`config.mk`:
```
export PLATFORM = sky130hd
export DESIGN_NAME = lcd_fb_writer
export DESIGN_NICKNAME = d
export VERILOG_FILES = /design/src/rtl/lcd_fb_writer.sv
export SDC_FILE = /design/constraint.sdc
export NUM_CORES = 1
export LEC_CHECK = 0
export BUFFER_PORTS_ARGS = -buffer_cell sky130_fd_sc_hd__buf_2
export CORE_MARGIN = 8
export CORE_UTILIZATION = 44
export DETAILED_ROUTE_END_ITERATION = 8
export MAX_ROUTING_LAYER = met4
export PLACE_DENSITY = 0.59
export SLEW_MARGIN = 20
export SYNTH_ARGS = -nofsm -noshare
export SYNTH_HDL_FRONTEND = slang
export SYNTH_SLANG_ARGS = --single-unit
```
`constraint.sdc`:
```
create_clock -name clk_in -period 3.9 [get_ports clk_in]
set_clock_uncertainty 0.05 [all_clocks]
set_input_delay 0.585 -clock clk_in [delete_from_list [all_inputs] [get_ports clk_in]]
set_output_delay 0.585 -clock clk_in [all_outputs]
set_load 0.02 [all_outputs]
```
`src/rtl/lcd_fb_writer.sv`:
```
// LCD frame buffer writer: palette-maps PPU pixels, buffers them in a FIFO
// and drains them into a double-buffered frame buffer, swapping on vsync.
module lcd_fb_writer #(
  parameter int FIFO_DEPTH = 16,
  parameter int PIX_COUNT  = 23040
) (
  input  logic                          clk_in,
  input  logic                          rst_in,
  input  logic                          pix_valid,
  input  logic [14:0]                   pix_addr,
  input  logic [1:0]                    pix_data,
  input  logic                          vsync_in,
  input  logic [7:0]                    bgp,
  output logic [15:0]                   fb_addr,
  output logic [1:0]                    fb_data,
  output logic                          fb_we,
  input  logic                          fb_ready,
  output logic                          disp_bank,
  output logic [15:0]                   frame_count,
  output logic [$clog2(FIFO_DEPTH):0]   fifo_level,
  output logic                          overflow,
  output logic                          addr_err
);

  localparam int AW = $clog2(FIFO_DEPTH);
  localparam int LW = AW + 1;
  localparam logic [LW-1:0] FULL_LVL = LW'(FIFO_DEPTH);
  localparam logic [15:0]   PIX_LIM  = 16'(PIX_COUNT);

  typedef enum logic {RUN, SWAP_WAIT} state_e;

  logic [16:0]   mem_q [FIFO_DEPTH];
  logic [AW-1:0] wr_ptr_q, wr_ptr_d;
  logic [AW-1:0] rd_ptr_q, rd_ptr_d;
  logic [LW-1:0] level_q, level_d;
  logic          bank_q, bank_d;
  logic [15:0]   fc_q, fc_d;
  logic          ovf_q, ovf_d;
  logic          aerr_q, aerr_d;
  logic          vs_q;
  state_e        state_q, state_d;

  logic          empty, full, addr_ok, pop, push_ok, vs_rise;
  logic [1:0]    shade;
  logic [16:0]   head;

  assign empty   = (level_q == '0);
  assign full    = (level_q == FULL_LVL);
  assign addr_ok = ({1'b0, pix_addr} < PIX_LIM);
  assign pop     = !empty && fb_ready;
  assign push_ok = pix_valid && addr_ok && (!full || pop);
  assign vs_rise = vsync_in && !vs_q;
  assign shade   = bgp[{pix_data, 1'b0} +: 2];
  assign head    = mem_q[rd_ptr_q];

  // Bank bit is attached at pop time so late pixels follow a swap.
  assign fb_we       = !empty;
  assign fb_addr     = empty ? 16'h0 : {~bank_q, head[16:2]};
  assign fb_data     = empty ? 2'h0 : head[1:0];
  assign disp_bank   = bank_q;
  assign frame_count = fc_q;
  assign fifo_level  = level_q;
  assign overflow    = ovf_q;
  assign addr_err    = aerr_q;

  always_comb begin
    wr_ptr_d = push_ok ? wr_ptr_q + AW'(1) : wr_ptr_q;
    rd_ptr_d = pop ? rd_ptr_q + AW'(1) : rd_ptr_q;
    level_d  = level_q + LW'(push_ok) - LW'(pop);
    ovf_d    = ovf_q || (pix_valid && addr_ok && full && !pop);
    aerr_d   = aerr_q || (pix_valid && !addr_ok);
    state_d  = state_q;
    bank_d   = bank_q;
    fc_d     = fc_q;
    unique case (state_q)
      RUN: begin
        if (vs_rise) state_d = SWAP_WAIT;
      end
      SWAP_WAIT: begin
        if (empty && !push_ok) begin
          state_d = RUN;
          bank_d  = ~bank_q;
          fc_d    = fc_q + 16'd1;
        end
      end
    endcase
  end

  always_ff @(posedge clk_in) begin
    if (push_ok) mem_q[wr_ptr_q] <= {pix_addr, shade};
  end

  always_ff @(posedge clk_in) begin
    if (rst_in) begin
      wr_ptr_q <= '0;
      rd_ptr_q <= '0;
      level_q  <= '0;
      bank_q   <= 1'b0;
      fc_q     <= 16'd0;
      ovf_q    <= 1'b0;
      aerr_q   <= 1'b0;
      vs_q     <= 1'b0;
      state_q  <= RUN;
    end else begin
      wr_ptr_q <= wr_ptr_d;
      rd_ptr_q <= rd_ptr_d;
      level_q  <= level_d;
      bank_q   <= bank_d;
      fc_q     <= fc_d;
      ovf_q    <= ovf_d;
      aerr_q   <= aerr_d;
      vs_q     <= vsync_in;
      state_q  <= state_d;
    end
  end

endmodule

```
==> impl_metrics.json, run 1 <==
{
  "syn_avg_cell_area_sq_um": 19.01,
  "dieArea_sq_mm": 0.03323,
  "track_usage": 0.1688,
  "grt-busiest-layer": "met2",
  "finalSetupViolations": 0,
  "stdcell_count": 1124,
  "seqPwrFrac": 0.443,
  "grtUsageMet2": 0.2835,
  "nFillCells": 2188,
  "first_pass_iters": 5,
  "p_leak_nw": 4.761,
  "grt_pass1_vias": 6836,
  "grt_max_degree": 69,
  "drive_above_1_share": 0.3308,
  "multi_input_area_sq_mm": 0.003105,
  "routedWlPerCell_um": 24.34,
  "worst_slack_ns": 0.3752,
  "post-route-min-period_ns": 3.525,
  "cp-start-kind": "register",
  "critPathCapture": "fb_addr[3]",
  "dp_hpwl_mm": 17.26,
  "p_per_area_mw_per_mm2": 605.5,
  "synth_seq_cells": 310,
  "synth.yosys.seq_area_share": 0.7339,
  "r2r_start": "fifo_level[3]",
  "clock_latency_ns": 0.54,
  "r2r_cells": 16,
  "gr-total-overflow": 0,
  "use_met3": 0.02386,
  "core-area_sq_mm": 0.02748,
  "syn_inst": 640,
  "hp-class": "in2reg",
  "end_kind": "primary output",
  "synthArstFlopShare": 0,
  "pwr-share-comb": 0.222,
  "clockPowerShare": 0.335,
  "finalCritPeriodShare": 0.9038,
  "met1_usage": 0.2133,
  "drtIter0Drc": 422,
  "die_w_um": 182.3,
  "dpl_worst_slack_ns": 0.5995,
  "antenna_left": 0,
  "cts_buffers": 31,
  "ys.flop_type": "edfxtp_1",
  "p_int_mw": 6.314,
  "clkTransAtPathRegs_ns": 0.06,
  "vias_per_cell": 5.766,
  "min_delay_path_depth": 2,
  "rsz0062_at_grt": "false",
  "cts_tree": "yes",
  "cts-resized-gates": 0,
  "fin_nets": 796,
  "synth.top_cell.area_share": 0.6714,
  "grt_first_pass_wirelength_mm": 41.52,
  "regArea_sq_mm": 0.008934,
  "crit_required_ns": 3.26,
  "yosys_warnings": 0,
  "fin_setup_tns_ns": 0,
  "switchingPower_mw": 2.329,
  "cap_violations": 0,
  "maxSlewViolCount": 0,
  "synth_area_leaders": "edfxtp_1, mux4_2, dfxtp_1",
  "swShare": 0.2694,
  "rows": 61,
  "critPathLaunch": "fifo_level[3]",
  "synth_area_sq_mm": 0.01217,
  "yosysTopAreaCell": "edfxtp_1",
  "crit_fanout": 10,
  "die_h_um": 182.3,
  "max_slew_margin": 0.4269,
  "reg2reg_to": "fifo_level[4]",
  "wirelength_mm": 27.35,
  "drc": 0,
  "antenna_found_initial": 1,
  "synth_fp_nets": 683,
  "io_pins": 73,
  "crit_arrival_ns": 2.89,
  "p_total_mw": 8.643,
  "synth-edff-count": 272,
  "worst-setup-path-type": "reg2out",
  "num_vias": 6481,
  "area_growth_pct": 17.34,
  "ir_drop_uv": 434.4,
  "initial_utilization": 0.4428,
  "outcome": "finished clean",
  "cts_buffer_depth": 3,
  "cts_root_buf": "clkbuf_16",
  "synth.distinct_cells": 42,
  "cts_htree_levels": 1,
  "clock_sinks": 310,
  "tightest_slew_ns": 0.8550,
  "hold_viol_final": 0,
  "holdWs_ns": 0.2435,
  "fmax_mhz": 283.7,
  "gp_congestion": 0.8079,
  "portBuffers": 72,
  "regToRegSetupSlack_ns": 0.68,
  "dp_cells": 1063
}
## timing repair
item                       4_1_cts  5_1_grt
buffers inserted                 0        3
setup endpoints to repair        0        2
hold buffers                     0        0
## power groups by stage
stage	registers [mW]	logic, mW	clock network [mW]
2_1_floorplan	3.86	1.33	0
3_3_place_gp	3.90	1.89	0
3_5_place_dp	3.91	1.93	0
4_1_cts	3.84	1.93	2.96
5_1_grt	3.85	2.08	3.06
6_report	3.83	1.92	2.89
## worst min-delay path by stage
stage,from,end,slack [ns]
final,vsync_in,vs_q,0.24
after global routing,vsync_in,vs_q,0.26
after CTS,vsync_in,vs_q,0.23
after detailed placement,overflow,overflow,0.43
after global placement,frame_count[15],frame_count[15],0.41
after floorplan,rd_ptr_q[1],register,0.41
## logic make-up (layout without fill, tap and decap cells)
| family | after synthesis | count (layout) | share of synthesized area |
|---|---|---|---|
| compound gates | 80 | 80 | 0.04875 |
| xor+xnor | 5 | 5 | 0.003600 |
| fa+ha+maj | 13 | 13 | 0.01399 |
| buf+inv | 49 | 186 | 0.01635 |
| flops | 310 | 310 | 0.7339 |
| mux | 74 | 74 | 0.1333 |
| other cells | 0 | 1 | 0 |
| simple gates | 109 | 109 | 0.05009 |
## stage by stage
stage	utilization	instance area (sq um)
floorplan	-	12170
global placement	0.4821	13250
global route	0.5195	14270
detailed placement	0.4821	13250
CTS	0.5186	14250
finish	0.5195	14270
## worst max-delay path, stage by stage (launching register included)
cell     delay, ns
dfxtp_1       0.34
inv_1         0.10
ha_1          0.18
nor4b_4       0.31
inv_2         0.13
and3_1        0.35
buf_4         0.27
a22o_1        0.22
a221o_1       0.28
buf_2         0.17
## final cells by class
cell class | instances | area share
antenna | 1 | 0.0001753
multi-input combinational | 281 | 0.2175
inverter | 14 | 0.003681
timing repair buffer | 115 | 0.05224
sequential | 310 | 0.6258
clock buffer | 44 | 0.06249
clock inverter | 13 | 0.007713
tap | 346 | 0.03033
## cells in the mapped netlist, types with 5 or more instances
library cell / count
buf_1: 5
o21ai_0: 6
a22o_1: 17
or4_1: 12
a21oi_1: 22
inv_1: 13
clkbuf_1: 23
buf_2: 6
nand3_1: 19
nand2_1: 10
nor2_1: 24
dfxtp_1: 38
edfxtp_1: 272
nor3_1: 9
a221o_1: 17
and3_1: 6
ha_1: 12
nor2b_1: 9
o31ai_1: 11
mux4_2: 70
## sequential cells by signal (all words and copies together) (netlist names), named ones only
| name | flops |
|---|---|
| mem_q | 272 |
| frame_count | 16 |
| fifo_level | 5 |
| rd_ptr_q | 4 |
| wr_ptr_q | 4 |
| addr_err | 1 |
| disp_bank | 1 |
| overflow | 1 |
| state_q | 1 |
| vs_q | 1 |
## layout by cell type, fill, tap and decap left out, drive strengths merged, types with 2 or more instances in the layout
cell / synthesis / final
edfxtp: 272 / 272
buf: 12 / 115
mux4: 70 / 70
clkbuf: 23 / 44
dfxtp: 38 / 38
nor2: 24 / 24
a21oi: 22 / 22
nand3: 19 / 19
a22o: 17 / 17
a221o: 17 / 17
inv: 14 / 14
or4: 12 / 12
ha: 12 / 12
o31ai: 11 / 11
nand2: 10 / 10
clkinv: 0 / 10
nor2b: 9 / 9
nor3: 9 / 9
and3: 6 / 6
o21ai: 6 / 6
xor2: 4 / 4
nand4: 4 / 4
nor3b: 4 / 4
mux2: 4 / 4
or3: 3 / 3
a31oi: 2 / 2
nand2b: 2 / 2
and4: 2 / 2
and2: 2 / 2
bufinv: 0 / 2
or3b: 2 / 2
## routing by layer
metal  vias up  wire (um)
met5         -          0
met4         0        556
met3        42       1330
met2       169      13970
met1      3403      11500
li1       2867          -
No activity file was read; power rests on OpenSTA's default activity.
==> run 2: changes to the inputs <==
--- a/config.mk
+++ b/config.mk
@@ -8,2 +8,3 @@
 export BUFFER_PORTS_ARGS = -buffer_cell sky130_fd_sc_hd__buf_2
+export CORE_ASPECT_RATIO = 1.5
 export CORE_MARGIN = 8
==> constraint.sdc (replaced) <==
create_clock -name clk_in -period 3.9 [get_ports clk_in]
set_clock_uncertainty 0.05 [all_clocks]
set_input_delay 0.195 -clock clk_in [delete_from_list [all_inputs] [get_ports clk_in]]
set_output_delay 0.195 -clock clk_in [all_outputs]
set_load 0.02 [all_outputs]
==> run 2 against run 1 <==
  * Cell count shrank 0.80%
  * Clock power is 12% lower
  * Die area rose by 0.33%
  * Critical path depth stayed put
  * Combinational power is 3% lower
  * First-iteration DRC count is 2.4% higher
  * Worst setup slack improved by 0.080 ns
  * Via count fell by 0.40%
  * Flip-flop and latch count unchanged
  * Largest cell class unchanged
  * Highest routed layer unchanged
==> impl_metrics.json, run 2 (synthesized netlist as in run 1, its figures left out) <==
{
  "cts_buffer_depth": 3,
  "finalSetupViolations": 0,
  "grt_first_pass_wirelength_mm": 42.12,
  "largest_reg_flops": 272,
  "crit_fanout": 9,
  "vias_per_cell": 5.789,
  "cp_cell_sequence": "inv_1 -> ha_1 -> nor4b_4 -> inv_2 -> and3_1 -> buf_4 -> a22o_1 -> a221o_1 -> buf_2",
  "end_kind": "primary output",
  "cap_violations": 0,
  "gr-total-overflow": 0,
  "nFillCells": 2243,
  "ir_drop_uv": 425.3,
  "die_h_um": 219.7,
  "critPathLaunch": "fifo_level[2]",
  "grt_pass1_vias": 6997,
  "num_vias": 6455,
  "regMostFlops": "mem_q",
  "n_antenna_cell": 0,
  "crit_arrival_ns": 3.20,
  "regArea_sq_mm": 0.008934,
  "holdWs_ns": 0.02225,
  "hold_viol_final": 0,
  "cp_num_buf_inv": 4,
  "slowest_stage": "nor4b_4",
  "post-route-min-period_ns": 3.445,
  "fmax_mhz": 290.3,
  "r2r_start": "fifo_level[2]",
  "postCtsSetupRepairBufs": 0,
  "portBuffers": 72,
  "final_cell_mix": "edfxtp_1, buf_2, mux4_2, dfxtp_1, buf_4",
  "cts_htree_levels": 1,
  "fin_nets": 797,
  "cts_tree": "yes",
  "cts_root_buf": "clkbuf_16",
  "fin_setup_tns_ns": 0,
  "wirelength_mm": 27.88,
  "clock_sinks": 310,
  "dp_hpwl_mm": 17.89,
  "multi_input_area_sq_mm": 0.003105,
  "drtIter0Drc": 432,
  "die_w_um": 151.8,
  "antenna_found_initial": 0,
  "drc": 0,
  "dieArea_sq_mm": 0.03334,
  "grt_max_degree": 69,
  "initial_utilization": 0.4469,
  "mostFrequentLayoutCell": "edfxtp_1",
  "drive_above_1_share": 0.3092,
  "cp_slowest_stage_delay_ns": 0.47,
  "clock_latency_ns": 0.55,
  "antenna_left": 0,
  "io_pins": 73,
  "clkTransAtPathRegs_ns": 0.06,
  "worst-setup-path-type": "reg2out",
  "hold_buffers": 14,
  "cts-resized-gates": 0,
  "first_pass_iters": 5,
  "maxSlewViolCount": 0,
  "rsz0062_at_grt": "false",
  "rows": 74,
  "p_leak_nw": 4.666,
  "track_usage": 0.1756,
  "crit_required_ns": 3.65,
  "outcome": "finished clean",
  "tightest_slew_ns": 0.7162,
  "gp_congestion": 0.7682,
  "hp-start": "pix_addr[10]",
  "p_total_mw": 8.241,
  "p_per_area_mw_per_mm2": 583.2,
  "area_growth_pct": 16.15,
  "hp-class": "in2reg",
  "max_slew_margin": 0.5220,
  "cts_buffers": 28,
  "core-area_sq_mm": 0.02722,
  "cp_top_family": "simple AND/OR/NAND/NOR gates",
  "finalCritPeriodShare": 0.8833,
  "routedWlPerCell_um": 25.00,
  "cp-start-kind": "register"
}
[run 2: cell count changes in the layout (fill, tap and decap cells not counted), moves of 2 or more]
| cell | change |
|---|---|
| clkbuf_16 | -4 |
| buf_4 | -7 |
| clkbuf_8 | -4 |
| buf_12 | -3 |
| dlygate4sd3_1 | +14 |
| clkbuf_2 | -2 |
[run 2: per-layer routing]
layer | share of wire | GRT usage | vias to the layer above
met5 | 0 | - | -
met3 | 0.043 | 0.02012 | 41
met4 | 0.020 | 0.04753 | 0
li1 | - | - | 2864
met1 | 0.39 | 0.2016 | 3381
met2 | 0.55 | 0.3172 | 169
[run 2: area by class of cell]
class | count | area share
well taps | 342 | 0.03028
inverters | 14 | 0.003719
flip-flops and latches | 310 | 0.6323
multi-input cells | 281 | 0.2198
clock inverters | 15 | 0.008058
repair buffers | 119 | 0.05472
clock buffers | 34 | 0.05118
[run 2: path summary, 6_finish.rpt]
| kind | endpoint | slack, ns | depth (start not counted) |
|---|---|---|---|
| min reg2reg | overflow | 0.42 | 2 |
| min | mem_q[2][12] | 0.02 | 1 |
| max reg2reg | fifo_level[4] | 0.63 | 15 |
| max | fb_data[1] | 0.46 | 9 |
[run 2: where the power goes]
part / internal [mW] / switching [mW]
Combinational: 0.853 / 1.01
Sequential: 3.71 / 0.126
Clock: 1.38 / 1.15
Total: 5.95 / 2.29
[run 2: through the flow]
stage | cell area, sq um | std cells | setup WS (ns) | util
6_report | 14130 | 1115 | 0.4552 | 0.5191
5_1_grt | 14130 | 1115 | 0.3010 | 0.5191
4_1_cts | 14130 | 1115 | 0.4242 | 0.5191
3_5_place_dp | 13150 | 1052 | 0.5964 | 0.4832
3_3_place_gp | 13150 | 1052 | 0.8146 | 0.4832
2_1_floorplan | 12170 | 640 | 0.7045 | -
==> run 3: changes to the inputs <==
CELL_PAD_IN_SITES_DETAIL_PLACEMENT = 2   (was default)
CELL_PAD_IN_SITES_GLOBAL_PLACEMENT = 2   (was default)
PLACE_DENSITY = 0.73   (was 0.59)
==> run 3 against run 2 <==
  * Critical path depth fell by 1
  * Combinational power rose by 3%
  * Global-route usage increased by 5.0 points
  * Worst setup slack got worse by 0.13 ns
  * Non-clock buffer count increased by 1
  * Die area is the same
  * Hold slack improved by 0.0079 ns
  * Clock power rose by 19%
  * Sequential power about the same
  * Critical endpoint unchanged
==> impl_metrics.json, run 3 (synthesized netlist as in run 1, its figures left out) <==
{
  "p_per_area_mw_per_mm2": 615.1,
  "cp-start-kind": "register",
  "die_w_um": 151.8,
  "cp_num_buf_inv": 3,
  "p_leak_nw": 4.777,
  "clock_sinks": 310,
  "area_growth_pct": 17.77,
  "cp_top_family": "simple AND/OR/NAND/NOR gates",
  "finalCritPeriodShare": 0.9160,
  "grt-busiest-layer": "met2",
  "routedWlPerCell_um": 32.87,
  "first_pass_iters": 5,
  "fin_nets": 801,
  "gr-total-overflow": 0,
  "stdcell_count": 1125,
  "dieArea_sq_mm": 0.03334,
  "worst-setup-path-type": "reg2out",
  "antenna_found_initial": 1,
  "rsz0062_at_grt": "false",
  "end_kind": "primary output",
  "nFillCells": 2404,
  "crit_fanout": 17,
  "hp-class": "in2reg",
  "r2r_cells": 15,
  "met1_usage": 0.2623,
  "gp_congestion": 0.7346,
  "slowest_stage": "and3_1",
  "clkTransAtPathRegs_ns": 0.07,
  "cts_htree_levels": 1,
  "grtUsageMet2": 0.3896,
  "post-route-min-period_ns": 3.572,
  "min_delay_path_depth": 1,
  "clock_latency_ns": 0.56,
  "dp_cells": 1050,
  "fmax_mhz": 279.9,
  "vias_per_cell": 6.050,
  "portBuffers": 72,
  "antenna_left": 0,
  "die_h_um": 219.7,
  "drc": 0,
  "cap_violations": 0,
  "drive_above_1_share": 0.3159,
  "cts_tree": "yes",
  "largest_reg_flops": 272,
  "multi_input_area_sq_mm": 0.003103,
  "finalSetupViolations": 0,
  "rows": 74,
  "cp_slowest_stage_delay_ns": 0.59,
  "cts_root_buf": "clkbuf_16",
  "max_slew_margin": 0.2719,
  "grt_max_degree": 51,
  "mostFrequentLayoutCell": "edfxtp_1",
  "io_pins": 73,
  "wirelength_mm": 36.98,
  "ir_drop_uv": 364.8,
  "tightest_slew_ns": 1.092,
  "hold_viol_final": 0,
  "drtIter0Drc": 499,
  "dp_hpwl_mm": 22.34,
  "regMostFlops": "mem_q",
  "num_vias": 6806,
  "crit_arrival_ns": 3.33,
  "worst_slack_ns": 0.3278,
  "crit_cells": 8,
  "cts_buffers": 31,
  "outcome": "finished clean",
  "final_cell_mix": "edfxtp_1, buf_2, mux4_2, dfxtp_1, clkbuf_16",
  "fin_setup_tns_ns": 0,
  "dpl_worst_slack_ns": 0.6366,
  "use_met3": 0.03306,
  "maxSlewViolCount": 0,
  "grt_first_pass_wirelength_mm": 52.15,
  "holdWs_ns": 0.03016,
  "initial_utilization": 0.4469,
  "track_usage": 0.2257,
  "regArea_sq_mm": 0.008934,
  "grt_pass1_vias": 7642,
  "cts_buffer_depth": 3,
  "core-area_sq_mm": 0.02722,
  "crit_required_ns": 3.65,
  "cp_cell_sequence": "inv_1 -> ha_1 -> nor4b_4 -> inv_2 -> and3_1 -> a22o_1 -> a221o_1 -> buf_2"
}
[run 3: metrics by stage]
stage                     power, mW  utilization  cell area [sq um]
final                         8.814       0.5263              14330
after global routing          9.140       0.5263              14330
after CTS                     8.899       0.5255              14300
after detailed placement      5.862       0.4818              13120
after global placement        5.759       0.4818              13120
after floorplan               5.186            -              12170
[run 3: final timing paths]
kind | from | end | slack (ns)
min reg2reg | overflow | overflow | 0.43
min | pix_addr[10] | mem_q[9][12] | 0.03
max | fifo_level[2] | fb_data[1] | 0.33
max reg2reg | fifo_level[2] | fifo_level[4] | 0.60
[run 3: final cells by class]
type,count,area share
Clock inverter,17,0.01030
Multi-Input combinational cell,281,0.2166
Antenna cell,1,0.0001747
Inverter,14,0.003668
Tap cell,342,0.02987
Sequential cell,310,0.6235
Clock buffer,40,0.06139
Timing Repair Buffer,120,0.05449
[run 3: routing by layer]
metal,vias to the layer above,share of wire
met5,-,0
met4,0,0.024
met3,50,0.047
met2,217,0.54
met1,3658,0.39
li1,2881,-
[run 3: power by group]
group	switching [mW]	leakage [nW]	total, mW	internal, mW
Clock	1.31	0.507	3.03	1.72
Sequential	0.140	2.76	3.85	3.71
Combinational	1.07	1.51	1.93	0.858
Total	2.52	4.78	8.81	6.29
[run 3: what timing repair did]
action	in CTS	in global routing
buffers inserted	0	0
hold endpoints to repair	213	0
hold buffers	16	0
gates resized for setup	0	0
